===== config.mk =====
export PLATFORM = sky130hd
export DESIGN_NAME = led_rr_arbiter
export DESIGN_NICKNAME = d
export VERILOG_FILES = /design/src/rtl/led_rr_arbiter.sv
export SDC_FILE = /design/constraint.sdc
export NUM_CORES = 1
export LEC_CHECK = 0
export CAP_MARGIN = 20
export CORE_MARGIN = 3
export CORE_UTILIZATION = 40
export DETAILED_ROUTE_END_ITERATION = 10
export DONT_BUFFER_PORTS = 1
export PLACE_DENSITY = 0.55
export SYNTH_ARGS = -nofsm -noshare
export SYNTH_HDL_FRONTEND = slang
export SYNTH_SLANG_ARGS = --single-unit

===== constraint.sdc =====
create_clock -name clk -period 2.4 [get_ports clk]
set_input_delay 0.36 -clock clk [delete_from_list [all_inputs] [get_ports clk]]
set_output_delay 0.36 -clock clk [all_outputs]
set_load 0.005 [all_outputs]

===== src/rtl/led_rr_arbiter.sv =====
// Round-robin owner of the 4-bit board LEDs with a minimum hold; gnt follows req by 1 cycle, io_led follows gnt by 1 cycle.
// Optional `LED_ARB_IDLE_BLINK_EN` shows a heartbeat on io_led while idle; no backpressure, losing requesters simply wait.
module led_rr_arbiter #(
  parameter int NREQ        = 4,
  parameter int HOLD_CYCLES = 16
) (
  input  logic              clk,
  input  logic              rst,
  input  logic [NREQ-1:0]   req,
  input  logic [4*NREQ-1:0] led_in,
  output logic [NREQ-1:0]   gnt,
  output logic [3:0]        io_led,
  output logic              busy
);

  localparam int IW = $clog2(NREQ);
  localparam int HW = (HOLD_CYCLES > 1) ? $clog2(HOLD_CYCLES) : 1;
  localparam logic [HW-1:0] HOLD_MAX = HW'(HOLD_CYCLES - 1);

  typedef enum logic {IDLE, GRANT} state_t;

  state_t          state_q, state_d;
  logic [NREQ-1:0] gnt_d;
  logic [IW-1:0]   last_owner, last_owner_d;
  logic [HW-1:0]   hold_cnt, hold_cnt_d;
  logic [NREQ-1:0] others;
  logic [IW-1:0]   win;
  logic            win_vld;
  logic            owner_req;
  logic            take;
  logic [3:0]      idle_led;

  // In GRANT last_owner is the current owner, so it doubles as the slice select.
  assign others    = req & ~gnt;
  assign owner_req = req[last_owner];
  assign busy      = |gnt;

  always_comb begin : rr_search
    int idx;
    idx     = 0;
    win     = '0;
    win_vld = 1'b0;
    for (int k = 1; k <= NREQ; k++) begin
      idx = int'(last_owner) + k;
      if (idx >= NREQ) idx = idx - NREQ;
      if (!win_vld && others[idx]) begin
        win_vld = 1'b1;
        win     = IW'(idx);
      end
    end
  end

  always_comb begin
    state_d      = state_q;
    gnt_d        = gnt;
    last_owner_d = last_owner;
    hold_cnt_d   = hold_cnt;
    take         = 1'b0;
    case (state_q)
      IDLE: begin
        take = win_vld;
      end
      GRANT: begin
        if (!owner_req) begin
          if (win_vld) begin
            take = 1'b1;
          end else begin
            state_d    = IDLE;
            gnt_d      = '0;
            hold_cnt_d = '0;
          end
        end else if (hold_cnt != '0) begin
          hold_cnt_d = hold_cnt - HW'(1);
        end else begin
          // Expired hold with nobody waiting keeps the grant at hold_cnt=0.
          take = win_vld;
        end
      end
      default: begin
        state_d = IDLE;
        gnt_d   = '0;
      end
    endcase
    if (take) begin
      state_d      = GRANT;
      gnt_d        = {{(NREQ-1){1'b0}}, 1'b1} << win;
      last_owner_d = win;
      hold_cnt_d   = HOLD_MAX;
    end
  end

  always_ff @(posedge clk) begin
    if (rst) begin
      state_q    <= IDLE;
      gnt        <= '0;
      last_owner <= IW'(NREQ - 1);
      hold_cnt   <= '0;
    end else begin
      state_q    <= state_d;
      gnt        <= gnt_d;
      last_owner <= last_owner_d;
      hold_cnt   <= hold_cnt_d;
    end
  end

`ifdef LED_ARB_IDLE_BLINK_EN
  logic [5:0] hb_cnt;

  always_ff @(posedge clk) begin
    if (rst) hb_cnt <= '0;
    else     hb_cnt <= hb_cnt + 6'd1;
  end

  assign idle_led = hb_cnt[5:2];
`else
  assign idle_led = 4'h0;
`endif

  always_ff @(posedge clk) begin
    if (rst)       io_led <= 4'h0;
    else if (busy) io_led <= led_in[4*last_owner +: 4];
    else           io_led <= idle_led;
  end

endmodule

==> impl_metrics.env, run 1 <==
export IMPL_status="completed"
export IMPL_synth_largest_area_cell="dfxtp_1"
export IMPL_syn_area_sq_um=1000
export IMPL_cap_violations=0
export IMPL_numClockSinks=15
export IMPL_cts_root_buf="clkbuf_4"
export IMPL_syn_nets=122
export IMPL_antenna_found_initial=0
export IMPL_clk_pin_slew_worst_paths_ns=0.09
export IMPL_numCtsBuffers=3
export IMPL_p_per_area_nw_per_um2=951
export IMPL_num_antenna_cells=0
export IMPL_synth_compound_area_frac=0.235
export IMPL_muxShareOfSynthArea=0.128
export IMPL_synth_seq_cells=15
export IMPL_synth_xor_area_frac=0
export IMPL_drtAntennaViolNets=0
export IMPL_finalHoldViolations=0
export IMPL_syn2layout_area_growth_pct=4.37
export IMPL_core_area_sq_um=2300
export IMPL_post_cts_setup_buffer_count=0
export IMPL_worstMarginPinSlew_ns=0.505
export IMPL_ioPinCount=31
export IMPL_placed_area_sq_um=1020
export IMPL_post_dp_hpwl_microns=1750
export IMPL_fin_cells=128
export IMPL_start_util=0.436
export IMPL_vias_per_cell=6.21
export IMPL_cts_tree="built"
export IMPL_place_gp_congestion=0.773
export IMPL_synth_top_family_by_area="simple AND/OR/NAND/NOR gates"
export IMPL_p_sw_frac=0.408
export IMPL_design_area_sq_um=1040
export IMPL_slew_headroom=0.661
export IMPL_hold_buffers=0
export IMPL_grt_pass1_vias=760
export IMPL_critical_path_class="flip-flop to flip-flop"
export IMPL_syn_inst=98
export IMPL_io_buffers=0
export IMPL_htree_levels=1
export IMPL_drc=0
export IMPL_ys_seq_area_frac=0.300
export IMPL_placedCellCount=124
export IMPL_grt_pass1_wl_microns=3590
export IMPL_ir_worst_vdd_v=0.000527
export IMPL_yosysWarnings=0
export IMPL_grt_overflow_total=0
export IMPL_dr_total_vias=795
export IMPL_combPwrFrac=0.466
export IMPL_seqPwrFrac=0.391
export IMPL_synth_top_cells_by_area="dfxtp_1 30%, mux4_1 11%, o32ai_1 5.2%"
export IMPL_crit_arrival_ns=2.22
export IMPL_grt_max_degree=13
export IMPL_row_count=17
export IMPL_yosys_area_share_simple=0.239
export IMPL_endpoint_kind="flip-flop"
export IMPL_wl_microns=2250
export IMPL_leakagePower_uw=0.000409
export IMPL_first_pass_iters=4
export IMPL_nets=125
export IMPL_drtIter0Drc=25
export IMPL_layout_drive_gt1_share=0.140
export IMPL_setup_viol=0
export IMPL_hp_class="primary input to flip-flop"
export IMPL_clk_latency_ns=0.28
export IMPL_finClkSkew_ns=0.00667
export IMPL_die_area_sq_um=3140
export IMPL_rsz0062_at_grt="false"
export IMPL_cts_max_path_buffers=2
export IMPL_drt_wirelength_per_cell_microns=17.6
export IMPL_p_clk_frac=0.143
export IMPL_worst_setup_path_start_kind="flip-flop"
export IMPL_cp_required_ns=2.56
export IMPL_crit_fanout=12
export IMPL_yosys_area_top_type_share=0.300
export IMPL_yosysUniqueCellTypes=35
export IMPL_postCtsResizedCells=0
export IMPL_dieWidth_microns=56.0
export IMPL_syn_avg_cell_area_sq_um=10.2
export IMPL_track_usage=0.146
export IMPL_finalCritPeriodShare=0.862
export IMPL_setup_tns_ns=0
export IMPL_synth_fa_ha_area_frac=0.0250
export IMPL_fin_crit_ns=2.07
export IMPL_finalMaxSlewViolations=0
export IMPL_p_sw_uw=405
export IMPL_fmax_mhz=483
export IMPL_internal_power_uw=588
export IMPL_die_h_microns=56.0
## stage by stage
step	utilization	hold WS (ns)	setup WS (ns)	power [uW]
final	0.455	0.140	0.332	993
after global routing	0.455	0.123	0.208	1080
after CTS	0.455	0.130	0.344	1000
after detailed placement	0.443	0.432	0.377	853
after global placement	0.443	0.432	0.380	854
after floorplan	-	0.429	0.635	770
## cells in the mapped netlist (all sizes together)
master	n
o41ai	2
inv	11
nand4	2
dfxtp	15
buf	4
a31oi	3
or2b	1
nand2b	5
nor3	1
and4	1
mux4	5
ha	2
a21oi	1
a221oi	1
a32oi	4
o32a	1
and2	2
nor4	1
o221ai	1
nand2	5
and3	5
nand3	4
o31ai	1
o32ai	6
o211ai	3
o21a	1
o221a	1
and2b	1
or3b	1
o21ai	3
nor2b	4
## layout make-up
cell class,count,area (sq um)
inverters,11,41.3
clock buffers,4,26.3
well taps,28,35.0
fillers,231,1250
flip-flops and latches,15,300
multi-input cells,68,627
repair buffers,2,15.0
## power groups by stage
stage,Clock (uW),Sequential [uW],Combinational (uW)
CTS,148,390,463
global route,161,400,514
floorplan,0,361,409
global placement,0,396,459
finish,142,388,463
detailed placement,0,395,458
## worst paths after layout
| path | start | to | slack (ns) | cells past startpoint |
|---|---|---|---|---|
| max | last_owner[1] | gnt[0] | 0.33 | 4 |
| min | rst | state_q | 0.14 | 1 |
| max reg2reg | last_owner[1] | gnt[0] | 0.33 | 4 |
| min reg2reg | hold_cnt[3] | hold_cnt[3] | 0.51 | 2 |
## state kept, by name, indices dropped and copies added, names as in the netlist
register    flops
gnt             4
hold_cnt        4
io_led          4
last_owner      2
state_q         1
## metal layers
layer / share of wire / vias up / wire [microns] / global-route usage
met2: 0.47 / 25 / 1070 / 0.220
met4: 0.0062 / 0 / 14 / 0.0407
li1: - / 395 / - / -
met3: 0.084 / 2 / 188 / 0.0696
met1: 0.44 / 373 / 980 / 0.185
met5: 0 / - / 0 / 0
## worst max-delay path, stage by stage (launching register included)
cell and delay (ns):
dfxtp_1 0.58, mux4_2 0.71, nand2b_1 0.29, a31oi_4 0.24, o32ai_1 0.12
## cells in the final DEF, fill, tap and decap left out, types with 2 or more instances in the layout
| cell type | Yosys | final |
|---|---|---|
| nand2b_1 | 5 | 5 |
| o21ai_0 | 3 | 3 |
| ha_1 | 2 | 2 |
| and2_1 | 2 | 2 |
| dfxtp_1 | 15 | 15 |
| nand2_1 | 5 | 5 |
| nor2b_1 | 4 | 4 |
| buf_4 | 0 | 2 |
| clkbuf_4 | 0 | 3 |
| a31oi_1 | 2 | 2 |
| nand3_1 | 2 | 2 |
| o41ai_1 | 2 | 2 |
| nand4_1 | 2 | 2 |
| a32oi_1 | 4 | 4 |
| mux4_1 | 4 | 4 |
| and3_1 | 5 | 5 |
| inv_1 | 11 | 11 |
| o211ai_1 | 3 | 3 |
| nand3_4 | 2 | 2 |
| o32ai_1 | 6 | 6 |
## logic make-up (layout without fill, tap and decap cells)
family | Yosys count | count (layout)
AOI/OAI and AO/OA | 28 | 28
adders and majority gates | 2 | 2
buffers and inverters | 15 | 17
DFF | 15 | 15
muxes | 5 | 5
and+or+nand+nor | 33 | 33
Note: power is estimated with default switching activity, not from simulation.
==> run 2: changes to the inputs <==
--- a/config.mk
+++ b/config.mk
@@ -6,6 +6,7 @@
 export NUM_CORES = 1
 export LEC_CHECK = 0
 export CAP_MARGIN = 20
+export CORE_ASPECT_RATIO = 1.2
 export CORE_MARGIN = 3
 export CORE_UTILIZATION = 40
 export DETAILED_ROUTE_END_ITERATION = 10
==> impl_metrics.env, run 2 (same netlist as run 1, synthesis figures left out) <==
export IMPL_wl_microns=2330
export IMPL_rsz0062_at_grt="false"
export IMPL_cts_max_path_buffers=2
export IMPL_r2r_cells=4
export IMPL_p_per_area_nw_per_um2=942
export IMPL_drtAntennaViolNets=0
export IMPL_setup_viol=0
export IMPL_syn2layout_area_growth_pct=4.00
export IMPL_die_area_sq_um=3140
export IMPL_numClockSinks=15
export IMPL_grt_busiest_layer="met2"
export IMPL_dr_total_vias=810
export IMPL_crit_path_top_delay_cell="mux4_2"
export IMPL_vias_per_cell=6.23
export IMPL_mostFrequentLayoutCells="15 x dfxtp_1, 11 x inv_1, 6 x o32ai_1"
export IMPL_setup_tns_ns=0
export IMPL_htree_levels=1
export IMPL_leakagePower_uw=0.000405
export IMPL_design_area_sq_um=1040
export IMPL_post_cts_setup_buffer_count=0
export IMPL_critical_path_class="flip-flop to flip-flop"
export IMPL_crit_family="multiplexers"
export IMPL_cts_root_buf="clkbuf_4"
export IMPL_drtIter0Drc=26
export IMPL_drc=0
export IMPL_crit_fanout=12
export IMPL_cp_required_ns=2.56
export IMPL_track_usage=0.165
export IMPL_layout_setup_ws_ns=0.326
export IMPL_clk_latency_ns=0.28
export IMPL_hold_ws_ns=0.137
export IMPL_status="completed"
export IMPL_use_met1=0.159
export IMPL_whs_endpoint="state_q"
export IMPL_timing_rr_end="gnt[1]"
export IMPL_die_h_microns=60.8
export IMPL_grt_overflow_total=0
export IMPL_crit_buf_inv=0
export IMPL_fin_util=0.447
export IMPL_layout_commonest_cell="dfxtp_1"
export IMPL_cap_violations=0
export IMPL_hold_buffers=0
export IMPL_row_count=19
export IMPL_layout_drive_gt1_share=0.131
export IMPL_postCtsResizedCells=0
export IMPL_hp_class="primary input to flip-flop"
export IMPL_slew_headroom=0.660
export IMPL_cts_tree="built"
export IMPL_finalCritPeriodShare=0.864
export IMPL_drt_wirelength_per_cell_microns=17.9
export IMPL_worstMarginPinSlew_ns=0.506
export IMPL_crit_arrival_ns=2.23
export IMPL_num_antenna_cells=0
export IMPL_fin_crit_ns=2.07
export IMPL_place_gp_congestion=0.765
export IMPL_grt_pass1_wl_microns=3770
export IMPL_use_met3=0.0418
export IMPL_cp_cell_sequence="mux4_2, nand2b_1, a31oi_4, o32ai_1"
export IMPL_hold_depth=1
export IMPL_r2r_slack_ns=0.33
export IMPL_endpoint_kind="flip-flop"
export IMPL_numCtsBuffers=3
export IMPL_io_buffers=0
export IMPL_finalHoldViolations=0
export IMPL_grt_pass1_vias=805
export IMPL_start_util=0.430
export IMPL_core_area_sq_um=2330
export IMPL_clk_pin_slew_worst_paths_ns=0.09
export IMPL_post_dp_hpwl_microns=1860
export IMPL_largestRegisters="gnt: 4 flops, hold_cnt: 4 flops, io_led: 4 flops"
export IMPL_finClkSkew_ns=0.00711
export IMPL_antenna_found_initial=0
export IMPL_first_pass_iters=4
export IMPL_cp_slowest_stage_delay_ns=0.70
export IMPL_fmax_mhz=482
export IMPL_ir_worst_vdd_v=0.000637
export IMPL_met2_usage=0.320
export IMPL_r2r_start="last_owner[1]"
export IMPL_dieWidth_microns=51.7
export IMPL_placed_area_sq_um=1010
export IMPL_finalMaxSlewViolations=0
export IMPL_grt_max_degree=13
export IMPL_nets=124
export IMPL_hold_start="rst"
export IMPL_place_ws_ns=0.394
export IMPL_worst_setup_path_start_kind="flip-flop"
export IMPL_ioPinCount=31
## run 2: cell count changes in the layout (fill, tap and decap cells not counted), sizes merged
cell and delta:
buf -1
## run 2: stage by stage
stage	power, uW	instances
floorplan	770	98
detailed placement	847	126
CTS	991	130
global route	1060	130
finish	980	130
global placement	844	126
## run 2: worst max-delay path by stage
stage / start / endpoint / cells past startpoint
floorplan: hold_cnt[0] / hold_cnt[2] / 6
global placement: last_owner[1] / hold_cnt[3] / 4
detailed placement: last_owner[1] / gnt[2] / 4
CTS: last_owner[1] / gnt[1] / 4
global route: last_owner[1] / gnt[1] / 4
finish: last_owner[1] / gnt[1] / 4
## run 2: cell type report
class | count | area [sq um]
flip-flops and latches | 15 | 300
multi-input cells | 68 | 627
repair buffers | 1 | 7.51
fillers | 247 | 1290
inverters | 11 | 41.3
well taps | 31 | 38.8
clock buffers | 4 | 26.3
## run 2: power by group
| part | internal [uW] | total [uW] | leakage (uW) | switching, uW |
|---|---|---|---|---|
| combinational | 198 | 440 | 0.000265 | 242 |
| sequential | 319 | 402 | 0.000124 | 83.7 |
| clock | 64.4 | 138 | 0.0000150 | 74.0 |
| total | 581 | 980 | 0.000405 | 399 |
## run 2: metal layers
layer / wire [microns] / vias up
met5: 0 / -
met4: 55 / 0
met3: 87 / 4
met2: 1350 / 16
met1: 835 / 397
li1: - / 393
==> run 3: changes to the inputs <==
==> constraint.sdc (replaced) <==
create_clock -name clk -period 2.4 [get_ports clk]
set_input_delay 0.36 -clock clk [delete_from_list [all_inputs] [get_ports clk]]
set_output_delay 0.36 -clock clk [all_outputs]
set_load 0.01 [all_outputs]
==> results of run 3 <==
The final DEF is identical to that of run 2. Status: completed.
Main changes from that run: total power 980 uW -> 999 uW; worst IR drop on VDD 0.000637 V -> 0.000681 V
